**config.mk**
```make
export PLATFORM = sky130hd
export DESIGN_NAME = hc_keystream_xor
export DESIGN_NICKNAME = d
export VERILOG_FILES = /design/src/rtl/hc_keystream_xor.sv
export SDC_FILE = /design/constraint.sdc
export NUM_CORES = 1
export LEC_CHECK = 0
export CORE_UTILIZATION = 30
export CTS_BUF_LIST = sky130_fd_sc_hd__clkbuf_2 sky130_fd_sc_hd__clkbuf_4 sky130_fd_sc_hd__clkbuf_8
export DETAILED_ROUTE_END_ITERATION = 12
export PLACE_DENSITY = 0.55
export SETUP_SLACK_MARGIN = 0.4
export SLEW_MARGIN = 5
export SYNTH_ARGS = -nofsm -noshare
export SYNTH_HDL_FRONTEND = slang
export SYNTH_SLANG_ARGS = --single-unit
```
**constraint.sdc**
```tcl
create_clock -name clk -period 2.5 [get_ports clk]
set_clock_uncertainty 0.15 [all_clocks]
set_input_delay 0.25 -clock clk [delete_from_list [all_inputs] [get_ports clk]]
set_output_delay 0.25 -clock clk [all_outputs]
set_load 0.1 [all_outputs]
```
**src/rtl/hc_keystream_xor.sv**
```systemverilog
// Keystream consumer for the HC cipher core: prefetches keystream words into a FIFO
// and XORs them with a valid/ready data stream. Optional macro: HC_KSXOR_WORD_COUNT_EN.
module hc_keystream_xor #(
   parameter int DEPTH = 4
) (
   input  logic        clk,
   input  logic        reset_n,
   input  logic        init,
   output logic        ready,
   output logic        core_init,
   output logic        core_next,
   input  logic        core_ready,
   input  logic [31:0] ks_word,
   input  logic        ks_valid,
   input  logic [31:0] in_data,
   input  logic        in_valid,
   output logic        in_ready,
   output logic [31:0] out_data,
   output logic        out_valid,
   input  logic        out_ready,
`ifdef HC_KSXOR_WORD_COUNT_EN
   output logic [31:0] word_count,
`endif
   output logic [1:0]  dbg_state
);

   localparam int PTR_W = $clog2(DEPTH);
   localparam logic [PTR_W:0] FILL_FULL = (PTR_W+1)'(DEPTH);

   typedef enum logic [1:0] {
      ST_IDLE = 2'd0,
      ST_INIT = 2'd1,
      ST_RUN  = 2'd2
   } state_t;

   state_t           state_q, state_d;
   logic             core_init_q;
   logic             outstanding_q, outstanding_d;
   logic [PTR_W:0]   fill_q, fill_d;
   logic [PTR_W-1:0] wr_ptr_q, rd_ptr_q;
   logic [31:0]      mem_q [DEPTH];
   logic [31:0]      out_data_q;
   logic             out_valid_q;
   logic             run;
   logic             push;
   logic             pop;

   // Valid/ready: a word moves only in a cycle where both valid and ready are high;
   // a producer holds its word stable until then, and ready never looks at valid.
   assign run       = (state_q == ST_RUN);
   assign core_next = run && !outstanding_q && (fill_q < FILL_FULL);
   assign push      = ks_valid && outstanding_q;
   assign in_ready  = run && (fill_q != '0) && (!out_valid_q || out_ready);
   assign pop       = in_valid && in_ready;

   assign ready     = run;
   assign core_init = core_init_q;
   assign out_data  = out_data_q;
   assign out_valid = out_valid_q;
   assign dbg_state = state_q;

   // core_ready is ignored while core_init is still high so a ready left over
   // from the previous session cannot skip key setup.
   always_comb begin
      state_d = state_q;
      if (init) begin
         state_d = ST_INIT;
      end else begin
         case (state_q)
            ST_IDLE: state_d = ST_IDLE;
            ST_INIT: if (!core_init_q && core_ready) state_d = ST_RUN;
            ST_RUN:  state_d = ST_RUN;
            default: state_d = ST_IDLE;
         endcase
      end
   end

   always_comb begin
      outstanding_d = outstanding_q;
      fill_d        = fill_q;
      if (init) begin
         outstanding_d = 1'b0;
         fill_d        = '0;
      end else begin
         if (core_next) begin
            outstanding_d = 1'b1;
         end else if (push) begin
            outstanding_d = 1'b0;
         end
         case ({push, pop})
            2'b10:   fill_d = fill_q + 1'b1;
            2'b01:   fill_d = fill_q - 1'b1;
            default: fill_d = fill_q;
         endcase
      end
   end

   always_ff @(posedge clk or negedge reset_n) begin
      if (!reset_n) begin
         state_q       <= ST_IDLE;
         core_init_q   <= 1'b0;
         outstanding_q <= 1'b0;
         fill_q        <= '0;
         wr_ptr_q      <= '0;
         rd_ptr_q      <= '0;
         out_data_q    <= '0;
         out_valid_q   <= 1'b0;
      end else begin
         state_q       <= state_d;
         core_init_q   <= init;
         outstanding_q <= outstanding_d;
         fill_q        <= fill_d;
         if (init) begin
            wr_ptr_q    <= '0;
            rd_ptr_q    <= '0;
            out_data_q  <= '0;
            out_valid_q <= 1'b0;
         end else begin
            if (push) wr_ptr_q <= wr_ptr_q + 1'b1;
            if (pop) begin
               rd_ptr_q    <= rd_ptr_q + 1'b1;
               out_data_q  <= in_data ^ mem_q[rd_ptr_q];
               out_valid_q <= 1'b1;
            end else if (out_ready) begin
               out_valid_q <= 1'b0;
            end
         end
      end
   end

   // Storage needs no reset: fill_q alone decides which entries are live.
   always_ff @(posedge clk) begin
      if (push) mem_q[wr_ptr_q] <= ks_word;
   end

`ifdef HC_KSXOR_WORD_COUNT_EN
   logic [31:0] word_count_q;

   always_ff @(posedge clk or negedge reset_n) begin
      if (!reset_n) begin
         word_count_q <= '0;
      end else if (init) begin
         word_count_q <= '0;
      end else if (pop && (word_count_q != 32'hFFFF_FFFF)) begin
         word_count_q <= word_count_q + 32'd1;
      end
   end

   assign word_count = word_count_q;
`endif

endmodule

```
Word level (Yosys, flattened, before mapping). Memory sizes are Yosys's and may differ from the RTL's. Cells that the tools add are included. Widths: inputs -> output; s select.

Flip-flop bits (word level): 44. RAM bits: 128. Bits of input ports: 71. Output and inout port bits: 39. Memories kept: 1.

$add $sub $neg: 4. Magnitude comparators: 1. Equal/unequal tests: 5. Mux-type cells: 19. Bitwise logic cells: 1. Reduce and logical (&&, ||, !) cells: 17.

Memory list: mem_q (words 4, width 32, read ports 1, clocked after memory_dff 0, wr ports 1, RTL line 41) `logic [31:0] mem_q [DEPTH];`.

Operators with widths (number): $mux 32 (2); $xor 32x32->32 (1); $mux 2 (6); $reduce_bool 3->1 (4); $mux 1 (8); $logic_and 1x1->1 (7); $pmux 3 s2 (1); $add 2x1->2 const B (2); $eq 2x1->1 const B (2); $eq 2x2->1 const B (2); $pmux 2 s2 (1); $reduce_bool 2->1 (2); $add 3x1->3 const B (1); $logic_not 1->1 (3); $lt 3x3->1 const B (1); $mux 3 (1); $ne 3x3->1 const B (1); $sub 3x1->3 const B (1); $logic_or 1x1->1 (1).

Logic depth before layout (Yosys ltp).
Depth after elaboration: 7. Depth in mapped cells: 9.

Worst setup path before layout. No wires, ideal clock.

Kind: flip-flop to flip-flop. Start point: register state_q[1] (netlist: dbg_state[1]). End point: register outstanding_q. Setup time: 0.083 ns. Data arrival time: 4.447 ns. Path slack: -2.180 ns. Stages on the path, launching flop included: 5. Period minus slack after synthesis: 4.680 ns. Cell sequence: dfrtp_1 -> ha_1 -> nor3b_1 -> a21oi_1 -> nor2_1.

Word-level cells in the longest chain between the ends: 5. Elaborated cells on any way between the ends: 6.

RTL lines: from (decl) (RTL line 36) `state_t state_q, state_d;`; from (signal assigned) (RTL line 109) `state_q <= state_d;`; $eq 2x2->1 * (RTL line 50) `assign run = (state_q == ST_RUN);`; named net ready (RTL line 9) `output logic ready,`; $logic_and 1x1->1 * (2 in series) (RTL line 51) `assign core_next = run && !outstanding_q && (fill_q < FILL_FULL);`; named net core_next (RTL line 11) `output logic core_next,`; $mux 1 (RTL line 85) `if (core_next) begin`; $mux 1 (RTL line 81) `if (init) begin`; to (signal assigned) (RTL line 111) `outstanding_q <= outstanding_d;`; to (decl) (RTL line 38) `logic outstanding_q, outstanding_d;`.

The timed path passes the listed nets; every way through them passes the cells marked *. A chain may end at the register's enable or synchronous reset.

Worst setup path after layout.
Start point: register state_q[1] (netlist: dbg_state[1]). End point: register fill_q[2].

Word-level cells in the longest chain between the ends: 7. Elaborated cells on any way between the ends: 9.

RTL lines: $eq 2x2->1 * (RTL line 50); $logic_and 1x1->1 * (2 in series) (RTL line 53) `assign in_ready = run && (fill_q != '0) && (!out_valid_q || out_ready);`; $logic_and 1x1->1 * (RTL line 54) `assign pop = in_valid && in_ready;`; $eq 2x1->1 or $eq 2x2->1 (tied branches) (RTL line 90) `case ({push, pop})`; $pmux 3 s2 (RTL line 90); $mux 3 (RTL line 81); to (signal assigned) (RTL line 112) `fill_q <= fill_d;`; to (decl) (RTL line 39) `logic [PTR_W:0] fill_q, fill_d;`.

Mark *: on every way between the ends. The rest lies on a longest branch, timed or not.

==> impl_metrics.ini <==
[run_status]
status = complete, no violations

[layout]
post-route-util_pct = 40.75
stdcell_count = 848
num-fill-cells = 2086
area_growth_syn_to_layout_pct = 32.32
layout.nets = 600
layout_commonest_cell = edfxtp_1
antenna_cells = 0
drive_gt1_share_pct = 40.56
mostFrequentLayoutCells = edfxtp_1, buf_4, clkdlybuf4s50_1, dfrtp_1, xnor2_1

[grt]
grt_max_degree = 36
antenna_found_initial = 0
grt_pass1_wl_um = 23590
grt_overflow = 0
grt_pass1_vias = 4165
grt_use_total_pct = 13.39

[detailed_routing]
vias = 3833
routed_wl_um = 15620
postRouteAntennaNets = 0
dr.pass1.iters = 5
drtIter0Drc = 210
wire_per_inst_um = 18.42
vias_per_cell = 4.520
drcViolationCount = 0

[place]
place_inst = 795
routabilityCongestion = 0.7039
dp_hpwl_um = 9756
port_buffers = 109

[critical_path]
crit_chain = ha_4 > and2_4 > nand3_4 > a21oi_4 > fa_2 > a22oi_2 > mux2_4
crit_type = register to register
startpoint_type = register
cp-end-kind = register
cp_slowest_stage_delay_ps = 500
worstRegToRegCells = 7
cp.depth = 7
worstPathBufferInverterCount = 0
critical-path-slowest-cell = dfrtp_4
rrSetupSlack_ps = 330
path_delay_family = adder cells
critPathArrivalTime_ps = 2370
crit_required_ps = 2700
cp_max_fo = 4

[synthesis]
post_synth_xor_area_fraction_pct = 4.494
yosys_warnings = 0
ys_seq_area_share_pct = 70.48
synth_nets = 455
synth_area_mm2 = 0.007015
synthSimpleGateAreaFrac_pct = 3.870
syn_area_per_cell_um2 = 18.61
ys_seq_elements = 172
synthMuxAreaShare_pct = 10.74
synth_compound_area_share_pct = 6.474
synth_cell_types = 34
synthAdderAreaFrac_pct = 1.355
synth_top_family_by_area = multiplexers
synth_cells = 377

[min_path]
min_path_type = primary input to register
hold_path_depth = 2

[clocking]
cts_htree_levels = 4
cts_root_buffer = clkbuf_8
cts_buffer_depth = 2
cts.sinks = 172
cts.clk_slew.worst_paths_ps = 90
cts_tree = built
insertion_delay_ps = 460
cts_buffers = 17

[timing]
max_freq_ghz = 0.4610
min_period_ps = 2169
setup_violations = 0
hold_viol = 0
fin_tns_setup_ps = 0
fin_crit_sh_pct = 86.77
rsz0062_at_grt = yes
slew_headroom_pct = 63.69
maxSlewViolCount = 0
tightestPinTransition_ps = 544.6
timing.hold.ws_ps = 107.6

[flow_run]
max_cap_violations = 0

[floorplan]
start_util_pct = 30.80
fp.dieW_um = 154.9
pin_count = 110
core_area_mm2 = 0.02278
fp.dieH_um = 154.9
die-area_mm2 = 0.02400
rows = 55

[power]
netSwitchingFraction_pct = 24.27
seqPwrFrac_pct = 55.8
ir_drop_uv = 249.7
powerDensity_mw_per_mm2 = 602.7
clockPowerShare_pct = 35.8
power_switching_mw = 1.358
power_frac_comb_pct = 8.4
internal_power_mw = 4.237
power.leakage_nw = 3.233
final timing paths:
check,startpoint,end
setup / recovery,dbg_state[1],fill_q[2]
hold / removal,init,out_data[4]
setup reg to reg,dbg_state[1],fill_q[2]
hold reg to reg,out_data[12],out_data[12]
max in group asynchronous,reset_n,out_valid
min in group asynchronous,reset_n,dbg_state[0]
per-layer routing:
layer  global-route usage (%)  up-vias  routed length, um
met2                    22.39       86               7969
met3                    3.983       19                610
li1                         -     1742                  -
met1                    16.69     1986               6849
met5                        0        -                  0
met4                    4.149        0                194
cell families after synthesis:
logic type      Yosys count
compound gates           42
xor+xnor                 36
fa+ha+maj                 7
buf+inv                  27
flops                   172
mux                      35
simple gates             58
registers in the layout, summed over array words and instances, names as in the netlist:
signal,cells
wr_ptr_q,2
fill_q,3
out_valid,1
out_data,32
dbg_state,2
rd_ptr_q,2
mem_q,128
outstanding_q,1
core_init,1
power groups by stage:
stage	registers [mW]	logic, mW	clock network, mW
6_report	3.12	0.471	2.00
3_5_place_dp	3.18	0.452	0
2_1_floorplan	3.24	0.172	0
5_1_grt	3.12	0.504	2.17
3_3_place_gp	3.18	0.440	0
4_1_cts	3.12	0.471	2.08
metrics by stage:
stage / cell area [um^2] / total power, mW / setup WS (ps)
after CTS: 9115 / 5.666 / 354.3
after global routing: 9283 / 5.802 / 260.1
after global placement: 8636 / 3.621 / 231.6
final: 9283 / 5.594 / 330.7
after floorplan: 7266 / 3.417 / 1.124
after detailed placement: 8636 / 3.637 / 208.6
cells in the mapped netlist:
| library cell | instances | share of area [%] |
|---|---|---|
| edfxtp_1 | 128 | 55 |
| dfrtp_1 | 44 | 16 |
| nor2_1 | 38 | 2.0 |
| xnor2_1 | 35 | 4.4 |
| mux4_2 | 32 | 10 |
| a211oi_2 | 30 | 5.4 |
| buf_2 | 7 | 0.50 |
| ha_1 | 6 | 1.1 |
| a21oi_1 | 5 | 0.36 |
| and3_1 | 5 | 0.45 |
| buf_6 | 5 | 0.80 |
| clkbuf_1 | 5 | 0.27 |
| inv_1 | 5 | 0.27 |
| nand2b_1 | 4 | 0.36 |
| buf_8 | 3 | 0.64 |
| a211oi_1 | 2 | 0.21 |
| buf_1 | 2 | 0.11 |
| mux2_2 | 2 | 0.32 |
| nand2_1 | 2 | 0.11 |
| nand3_1 | 2 | 0.14 |
| nor2b_1 | 2 | 0.18 |
| a21boi_0 | 1 | 0.11 |
| a22oi_1 | 1 | 0.11 |
| a311oi_1 | 1 | 0.12 |
| a31o_2 | 1 | 0.12 |
| a31oi_1 | 1 | 0.089 |
| and2_1 | 1 | 0.089 |
| and3_4 | 1 | 0.16 |
| fa_1 | 1 | 0.29 |
| mux2i_1 | 1 | 0.14 |
| nand4_1 | 1 | 0.089 |
| nor3b_1 | 1 | 0.11 |
| or3_4 | 1 | 0.16 |
| xor2_1 | 1 | 0.12 |
area by class of cell:
| cell class | count | area, um^2 | area share [%] |
|---|---|---|---|
| Clock buffer | 18 | 241.5 | 2.601 |
| Clock inverter | 14 | 160.2 | 1.725 |
| Inverter | 5 | 18.77 | 0.2022 |
| Multi-Input combinational cell | 178 | 2111 | 22.74 |
| Sequential cell | 172 | 4956 | 53.39 |
| Tap cell | 313 | 391.6 | 4.219 |
| Timing Repair Buffer | 148 | 1404 | 15.12 |
timing repair:
action / 4_1_cts / 5_1_grt
setup endpoints to repair: 3 / 8
pin swaps: 2 / 5
hold buffers: 1 / 0
setup buffers: 7 / 11
resized for setup: 3 / 4
gates cloned: 0 / 2
endpoints found under the hold margin: 19 / 0
No activity file was read; power rests on OpenSTA's default activity.
